## src/rtl/pipeline_hazard_unit_pkg.sv

```systemverilog
// Shared types and constants for the pipeline hazard/forwarding controller.
// Scoreboard entries carry a fixed-width rd so the struct can live here; narrower register files zero-extend.
package pipeline_hazard_unit_pkg;

    localparam int RD_W_MAX = 8;
    localparam int FWD_RF   = 0;
    localparam logic [RD_W_MAX-1:0] REG_ZERO = '0;

    typedef struct packed {
        logic                valid;
        logic [RD_W_MAX-1:0] rd;
        logic                reg_write;
        logic                mem_read;
    } sb_entry_t;

    localparam sb_entry_t SB_BUBBLE = '{valid: 1'b0, rd: '0, reg_write: 1'b0, mem_read: 1'b0};

    // A source hits an entry only if that entry really writes it and the reader really reads it.
    function automatic logic src_match(input sb_entry_t e, input logic [RD_W_MAX-1:0] src,
                                       input logic uses);
        return e.valid && e.reg_write && (e.rd == src) && (src != REG_ZERO) && uses;
    endfunction

endpackage

```

## src/rtl/hazard_sat_counter.sv

```systemverilog
// Saturating event counter used for the hazard unit performance statistics.
module hazard_sat_counter #(
    parameter int PERF_W = 16
) (
    input  logic              clk,
    input  logic              reset,
    input  logic              inc,
    output logic [PERF_W-1:0] count
);

    logic [PERF_W-1:0] count_q, count_d;

    always_comb begin
        count_d = count_q;
        if (inc && (count_q != {PERF_W{1'b1}}))
            count_d = count_q + 1'b1;
    end

    always_ff @(posedge clk) begin
        if (!reset) count_q <= '0;
        else        count_q <= count_d;
    end

    assign count = count_q;

endmodule

```

## src/rtl/pipeline_hazard_unit.sv

```systemverilog
// Hazard and forwarding controller: shift-register scoreboard of post-ID instructions,
// EX forwarding selects, load-use stall and taken-branch flush.
module pipeline_hazard_unit
    import pipeline_hazard_unit_pkg::*;
#(
    parameter int REG_ADDR_W = 5,
    parameter int FWD_STAGES = 3,
    parameter int LOAD_LAT   = 1,
    parameter int PERF_W     = 16,
    parameter int FWD_SEL_W  = $clog2(FWD_STAGES + 1)
) (
    input  logic                  clk,
    input  logic                  reset,
    input  logic                  id_valid,
    input  logic [REG_ADDR_W-1:0] id_rs,
    input  logic [REG_ADDR_W-1:0] id_rt,
    input  logic                  id_uses_rs,
    input  logic                  id_uses_rt,
    input  logic [REG_ADDR_W-1:0] id_rd,
    input  logic                  id_reg_write,
    input  logic                  id_mem_read,
    input  logic                  branch_taken,
    output logic                  stall_id,
    output logic                  flush_if_id,
    output logic                  flush_id_ex,
    output logic [FWD_SEL_W-1:0]  fwd_sel_rs,
    output logic [FWD_SEL_W-1:0]  fwd_sel_rt,
    output logic [PERF_W-1:0]     stall_count,
    output logic [PERF_W-1:0]     flush_count,
    output logic [PERF_W-1:0]     issue_count
);

    sb_entry_t sb_q [FWD_STAGES];
    sb_entry_t sb_d [FWD_STAGES];

    logic [RD_W_MAX-1:0]   rs_x, rt_x, rd_x;
    logic [FWD_STAGES-1:0] hit_rs, hit_rt;
    logic [FWD_SEL_W-1:0]  sel_rs, sel_rt;
    logic                  lu_rs, lu_rt;
    logic                  load_use, bubble, issue;

    assign rs_x = RD_W_MAX'(id_rs);
    assign rt_x = RD_W_MAX'(id_rt);
    assign rd_x = RD_W_MAX'(id_rd);

    for (genvar i = 0; i < FWD_STAGES; i++) begin : g_match
        assign hit_rs[i] = src_match(sb_q[i], rs_x, id_uses_rs);
        assign hit_rt[i] = src_match(sb_q[i], rt_x, id_uses_rt);
    end

    // Walk oldest to youngest so the youngest hit overwrites; it alone decides forwarding and load-use.
    always_comb begin
        sel_rs = FWD_SEL_W'(FWD_RF);
        sel_rt = FWD_SEL_W'(FWD_RF);
        lu_rs  = 1'b0;
        lu_rt  = 1'b0;
        for (int i = FWD_STAGES - 1; i >= 0; i--) begin
            if (hit_rs[i]) begin
                sel_rs = FWD_SEL_W'(i + 1);
                lu_rs  = sb_q[i].mem_read && (i < LOAD_LAT);
            end
            if (hit_rt[i]) begin
                sel_rt = FWD_SEL_W'(i + 1);
                lu_rt  = sb_q[i].mem_read && (i < LOAD_LAT);
            end
        end
    end

    // A taken branch makes the stalled consumer wrong-path, so the flush overrides the stall.
    assign load_use    = lu_rs || lu_rt;
    assign stall_id    = reset && load_use && !branch_taken;
    assign flush_if_id = reset && branch_taken;
    assign flush_id_ex = reset && branch_taken;
    assign fwd_sel_rs  = reset ? sel_rs : FWD_SEL_W'(FWD_RF);
    assign fwd_sel_rt  = reset ? sel_rt : FWD_SEL_W'(FWD_RF);

    assign bubble = stall_id || flush_id_ex || !id_valid;
    assign issue  = !bubble;

    always_comb begin
        sb_d[0] = SB_BUBBLE;
        if (!bubble) begin
            sb_d[0].valid     = 1'b1;
            sb_d[0].rd        = rd_x;
            sb_d[0].reg_write = id_reg_write;
            sb_d[0].mem_read  = id_mem_read;
        end
        for (int i = 1; i < FWD_STAGES; i++)
            sb_d[i] = sb_q[i-1];
    end

    always_ff @(posedge clk) begin
        for (int i = 0; i < FWD_STAGES; i++) begin
            if (!reset) sb_q[i] <= SB_BUBBLE;
            else        sb_q[i] <= sb_d[i];
        end
    end

    hazard_sat_counter #(.PERF_W(PERF_W)) u_stall_cnt (
        .clk(clk), .reset(reset), .inc(stall_id), .count(stall_count)
    );
    hazard_sat_counter #(.PERF_W(PERF_W)) u_flush_cnt (
        .clk(clk), .reset(reset), .inc(flush_id_ex), .count(flush_count)
    );
    hazard_sat_counter #(.PERF_W(PERF_W)) u_issue_cnt (
        .clk(clk), .reset(reset), .inc(issue), .count(issue_count)
    );

endmodule

```

## config.mk

```make
export PLATFORM = sky130hd
export DESIGN_NAME = pipeline_hazard_unit
export DESIGN_NICKNAME = d
export VERILOG_FILES = /design/src/rtl/pipeline_hazard_unit_pkg.sv /design/src/rtl/hazard_sat_counter.sv /design/src/rtl/pipeline_hazard_unit.sv
export SDC_FILE = /design/constraint.sdc
export NUM_CORES = 1
export LEC_CHECK = 0
export CAP_MARGIN = 5
export CELL_PAD_IN_SITES_DETAIL_PLACEMENT = 1
export CELL_PAD_IN_SITES_GLOBAL_PLACEMENT = 1
export CORE_MARGIN = 2
export CORE_UTILIZATION = 25
export DETAILED_ROUTE_END_ITERATION = 8
export PLACE_DENSITY_LB_ADDON = 0.1
export SYNTH_ARGS = -nofsm -noshare
export SYNTH_HDL_FRONTEND = slang
export SYNTH_SLANG_ARGS = --single-unit
```

## constraint.sdc

```tcl
create_clock -name clk -period 6.9 [get_ports clk]
set_clock_uncertainty 0.05 [all_clocks]
set_input_delay 1.725 -clock clk [delete_from_list [all_inputs] [get_ports clk]]
set_output_delay 1.725 -clock clk [all_outputs]
set_load 0.005 [all_outputs]
```

==> impl_metrics.tcl, run 1 <==
set metrics [dict create \
    grt_pass1_wl_mm 16.67 \
    synth_most_common_cell "dfxtp_1" \
    post-route-min-period_ps 5955 \
    ys_types 39 \
    r2r-start "u_issue_cnt.count[0]" \
    clkLatencyLatePin_ps 340 \
    avgSynthCellArea_um2 8.522 \
    cts_sinks 70 \
    criticalPathCategory "in2out" \
    whs_ps 430.6 \
    critPathRequiredTime_ps 5120 \
    diodes 0 \
    syn_nets 433 \
    yosys.area.top_type "dfxtp_1" \
    post_dp_cell_area_um2 4405 \
    synth_commonest_cells "dfxtp_1 (70), nand2_1 (34), xnor2_1 (33)" \
    design_area_um2 4721 \
    finalNetCount 505 \
    drv_cap 0 \
    ys_top_cells_by_area "dfxtp_1 (40%), xnor2_1 (8.3%), nand4_1 (4.9%), and2_1 (4.5%), mux2i_1 (3.8%)" \
    cp_cell_sequence "clkdlybuf4s50_1, or4_1, o21ai_2, nor3_2, o21ai_4, inv_2, clkdlybuf4s50_1" \
    numCtsBuffers 9 \
    slowest_delay_ps 570 \
    drc 0 \
    io_buffers 77 \
    io_pins 78 \
    fp.dieW_um 121.8 \
    yosysSeqAreaShare_pct 40.40 \
    cp_common_cell "clkdlybuf4s50_1" \
    synth-edff-count 0 \
    met3WireLength_um 377 \
    num_rows 43 \
    postCtsHoldBufs 0 \
    viasPerCell 4.825 \
    ir_drop_mv 0.09868 \
    slowest_stage "or4_1" \
    start_kind "primary input" \
    timing.slew.headroom_pct 30.02 \
    vias 3204 \
    fp.dieH_um 121.8 \
    final_hold_viol_count 0 \
    max_freq_ghz 0.1679 \
    hold_depth 2 \
    core_region_area_um2 13720 \
    finalPower_mw 0.9681 \
    grt_start_max_net_pins 53 \
    endpoint_kind "output port" \
    synth.ff_latch_count 70 \
    syn2layout_area_growth_pct 36.11 \
    syn_inst 407 \
    top_layer "met4" \
    worst_slew_pin_slew_ps 1043 \
    path_max_fanout 24 \
    rsz0062_at_grt "false" \
    min_to "u_stall_cnt.count[4]" \
    place_ws_ps 914.9 \
    drive_gt1_share_pct 5.165 \
    wirelength_mm 10.02 \
    cts_root_buffer "clkbuf_16" \
    gr-total-overflow 0 \
    final_util_pct 34.41 \
    tns_ps 0 \
    gp_congestion 0.7645 \
    report.final.slew_viol_count 0 \
    dieArea_um2 14830 \
    grt_use_total_pct 14.61 \
    dp_cells 648 \
    synth_ff_type "dfxtp_1" \
    hold_class "reg2reg" \
    power.density_nw_per_um2 205.1 \
    htree_levels 3 \
    arrival_ps 4180 \
    avgRoutedWirePerCell_um 15.09 \
    r2r-end "u_issue_cnt.count[3]" \
    ff2ff_path_depth 7 \
    cts_tree "done" \
    hpwl_mm 7.402 \
    synth_top_area_share_pct 40.40 \
    p_leak_nw 1.518 \
    setup_viol 0 \
    first_iter_violations 108 \
    fin_crit_sh_pct 86.30 \
    antenna_found_initial 0 \
    ff2ff_setup_slack_ps 4340 \
    initial_core_util_pct 25.28 \
    cts-resized-gates 0 \
    routed-wl-met2_mm 4.625 \
    cts_setup_buffers 0 \
    antenna_left 0 \
    clkTransAtPathRegs_ps 60 \
    netlist_area_um2 3468 \
    async_flop_share_pct 0 \
    drt_first_pass_iters 4 \
    status "finished clean" \
    fin_ws_ps 945.2 \
    clk_path_buf_depth 2 \
    hp-start "u_stall_cnt.count[4]" \
    final_cells 664 \
    wl_met1_mm 4.842 \
    ys_warn_count 0 \
    first_global_vias 3257 \
]
==> placed cells by master (no fill, tap or decap), types with 2 or more instances in the layout <==
cell              n
nand4_1          27
nor3_1           18
clkdlybuf4s50_1  76
bufinv_16         2
inv_1             6
dfxtp_1          70
o31ai_1           7
nor4b_1           2
clkinv_2          2
buf_4             3
and3_1            8
o311ai_0          2
o41ai_1           2
and2_1           25
nand2_1          34
xor2_1            9
nand3_1          24
or4_1             9
o21ai_0          11
xnor2_1          33
o21ai_2           2
a41oi_1           2
nor2_1           20
ha_1              3
mux2i_1          13
nor4_1            7
or3_1             9
nand2b_1         13
a21oi_1          19
and4_1            2
clkbuf_16         9
==> worst max-delay path by stage <==
| stage | slack [ps] | end | from | depth (start not counted) |
|---|---|---|---|---|
| global route | 750 | stall_id | id_rt[0] | 7 |
| floorplan | 2040 | stall_id | id_rt[0] | 7 |
| CTS | 910 | stall_id | id_rt[0] | 7 |
| detailed placement | 910 | stall_id | id_rt[0] | 7 |
| global placement | 900 | stall_id | id_rt[0] | 7 |
| finish | 950 | stall_id | id_rt[0] | 7 |
==> report_power, final <==
group / internal [mW] / switching, mW / total (mW)
Sequential: 0.409 / 0.00527 / 0.414
Combinational: 0.0287 / 0.0282 / 0.0569
Clock: 0.316 / 0.181 / 0.497
Total: 0.753 / 0.215 / 0.968
==> logic make-up after synthesis <==
group | share of synthesized area (%)
mux | 3.752
xor+xnor | 10.61
flops | 40.40
buf+inv | 2.958
simple gates | 32.25
compound gates | 8.947
fa+ha+maj | 1.082
==> critical path: cells and delay by family <==
kind / cells / cell delay (ps)
simple gates: 2 / 680
buf+inv: 3 / 1050
compound gates: 2 / 720
==> layer usage <==
layer	vias to the layer above	track usage, %
li1	1605	-
met1	1530	18.95
met2	56	23.29
met3	13	3.324
met4	0	6.250
met5	-	0
==> layout make-up <==
cell class	count	area [µm²]
fillers	1610	8999
clock inverters	6	86.33
multi-input cells	311	1964
repair buffers	80	788.3
well taps	180	225.2
flip-flops and latches	70	1401
clock buffers	10	229.0
inverters	7	26.28
==> state kept, by name, indices dropped and copies added, names as in the netlist <==
| name | cells |
|---|---|
| u_issue_cnt.count | 16 |
| u_stall_cnt.count | 16 |
| sb_q | 22 |
| u_flush_cnt.count | 16 |
(Power assumes the default switching activity.)
==> inputs of run 2 (changes only) <==
--- a/config.mk
+++ b/config.mk
@@ -11,7 +11,7 @@
 export CORE_MARGIN = 2
 export CORE_UTILIZATION = 25
 export DETAILED_ROUTE_END_ITERATION = 8
-export PLACE_DENSITY_LB_ADDON = 0.1
+export PLACE_DENSITY = 0.57
 export SYNTH_ARGS = -nofsm -noshare
 export SYNTH_HDL_FRONTEND = slang
 export SYNTH_SLANG_ARGS = --single-unit
==> constraint.sdc (replaced) <==
create_clock -name clk -period 5.9 [get_ports clk]
set_clock_uncertainty 0.05 [all_clocks]
set_input_delay 1.475 -clock clk [delete_from_list [all_inputs] [get_ports clk]]
set_output_delay 1.475 -clock clk [all_outputs]
set_load 0.005 [all_outputs]
==> run 2 against run 1 <==
  * Cell count is 0.30% higher
  * Utilization hardly changed
  * Total power is 15% higher
  * Register-to-register slack worse by 720 ps
  * Routed wire length is 0.52% higher
  * First-iteration DRC count is 26% higher
  * Count of clock-buffer cells in the layout is 2 higher
  * Die area stayed put
  * Sequential share of layout area hardly changed
  * Largest power group unchanged
==> impl_metrics.tcl, run 2 (synthesized netlist as in run 1, its figures left out) <==
set metrics [dict create \
    viasPerCell 4.857 \
    report.final.slew_viol_count 0 \
    start_kind "primary input" \
    max_freq_ghz 0.1930 \
    first_global_vias 3296 \
    avgRoutedWirePerCell_um 15.12 \
    first_iter_violations 136 \
    final_cell_mix "clkdlybuf4s50_1 (76), dfxtp_1 (70), nand2_1 (34)" \
    clkLatencyLatePin_ps 340 \
    grt_use_total_pct 14.58 \
    ir_drop_mv 0.1091 \
    io_buffers 77 \
    status "finished clean" \
    clk_path_buf_depth 2 \
    drive_gt1_share_pct 5.556 \
    n_fill_cell 1622 \
    grt_pass1_wl_mm 16.87 \
    setup_viol 0 \
    arrival_ps 3660 \
    dieArea_um2 14830 \
    final_hold_viol_count 0 \
    power.density_nw_per_um2 235.0 \
    final_util_pct 34.42 \
    hpwl_mm 7.375 \
    clkTransAtPathRegs_ps 50 \
    syn2layout_area_growth_pct 36.15 \
    post-route-min-period_ps 5182 \
    cts_setup_buffers 0 \
    post_dp_cell_area_um2 4420 \
    core_region_area_um2 13720 \
    drt_first_pass_iters 4 \
    largest_reg_flops 22 \
    final_cells 666 \
    fin_ws_ps 717.8 \
    finalPower_mw 1.110 \
    dp_cells 650 \
    endpoint_kind "output port" \
    hold_class "reg2reg" \
    postCtsHoldBufs 0 \
    cts_sinks 70 \
    rsz0062_at_grt "false" \
    htree_levels 3 \
    io_pins 78 \
    drv_cap 0 \
    antenna_found_initial 0 \
    num_rows 43 \
    cts_tree "done" \
    layout_commonest_cell "clkdlybuf4s50_1" \
    fp.dieW_um 121.8 \
    critPathRequiredTime_ps 4380 \
    tns_ps 0 \
    place_ws_ps 695.1 \
    vias 3235 \
    numCtsBuffers 9 \
    design_area_um2 4722 \
    initial_core_util_pct 25.28 \
    p_leak_nw 1.527 \
    gp_congestion 0.8093 \
    fin_crit_sh_pct 87.83 \
    top_register "sb_q" \
    diodes 0 \
    gr-total-overflow 0 \
    criticalPathCategory "in2out" \
    grt_start_max_net_pins 32 \
    wirelength_mm 10.07 \
    whs_ps 427.8 \
    drc 0 \
    antenna_left 0 \
    cts-resized-gates 0 \
    cts_root_buffer "clkbuf_16" \
    ff2ff_setup_slack_ps 3620 \
    timing.slew.headroom_pct 45.35 \
    finalNetCount 507 \
    path_max_fanout 4 \
    fp.dieH_um 121.8 \
    worst_slew_pin_slew_ps 809.4 \
]
[run 2: cell types whose count changed in the layout (fill, tap and decap cells not counted), sizes merged]
| cell | previous run | this run |
|---|---|---|
| buf | 4 | 5 |
| bufinv | 2 | 1 |
| clkbuf | 10 | 13 |
| clkinvlp | 1 | 0 |
[run 2: critical path: stages]
cell,delay (ps)
clkdlybuf4s50_1,500
or4_1,610
o21ai_2,180
nor2_1,70
nand4_1,110
a21oi_1,80
nor2_1,110
clkdlybuf4s50_1,510
[run 2: final cells by class]
| cell class | instances | area (µm²) | area share (%) |
|---|---|---|---|
| tap | 180 | 225.2 | 4.769 |
| multi-input combinational | 311 | 1964 | 41.60 |
| clock buffer | 12 | 256.5 | 5.432 |
| sequential | 70 | 1401 | 29.68 |
| inverter | 7 | 26.28 | 0.5564 |
| timing repair buffer | 82 | 803.3 | 17.01 |
| clock inverter | 4 | 45.04 | 0.9539 |
[run 2: per-layer routing]
layer,track usage [%],vias up,part of all wire (%)
met5,0,-,0
met4,4.382,0,1.2
met3,4.728,10,4.1
met2,24.27,52,49
met1,17.93,1563,46
li1,-,1610,-
[run 2: worst paths after layout]
check | start | to | cells after the start
hold reg to reg | u_stall_cnt.count[10] | u_stall_cnt.count[10] | 2
hold / removal | u_stall_cnt.count[10] | u_stall_cnt.count[10] | 2
setup reg to reg | u_flush_cnt.count[0] | u_flush_cnt.count[12] | 7
setup / recovery | id_rs[0] | fwd_sel_rs[0] | 8
[run 2: power breakdown]
| part | switching [mW] | total (mW) | internal (mW) | leakage, nW |
|---|---|---|---|---|
| Sequential | 0.00593 | 0.484 | 0.478 | 0.565 |
| Combinational | 0.0349 | 0.0690 | 0.0341 | 0.809 |
| Clock | 0.209 | 0.557 | 0.348 | 0.152 |
| Total | 0.249 | 1.11 | 0.860 | 1.53 |
==> inputs of run 3 (changes only) <==
--- a/config.mk
+++ b/config.mk
@@ -11,6 +11,7 @@
 export CORE_MARGIN = 2
 export CORE_UTILIZATION = 25
 export DETAILED_ROUTE_END_ITERATION = 8
+export HOLD_SLACK_MARGIN = 0.06
 export PLACE_DENSITY = 0.57
 export SYNTH_ARGS = -nofsm -noshare
 export SYNTH_HDL_FRONTEND = slang
==> results of run 3 <==
The final DEF is identical to that of run 2; final timing and power are the same.
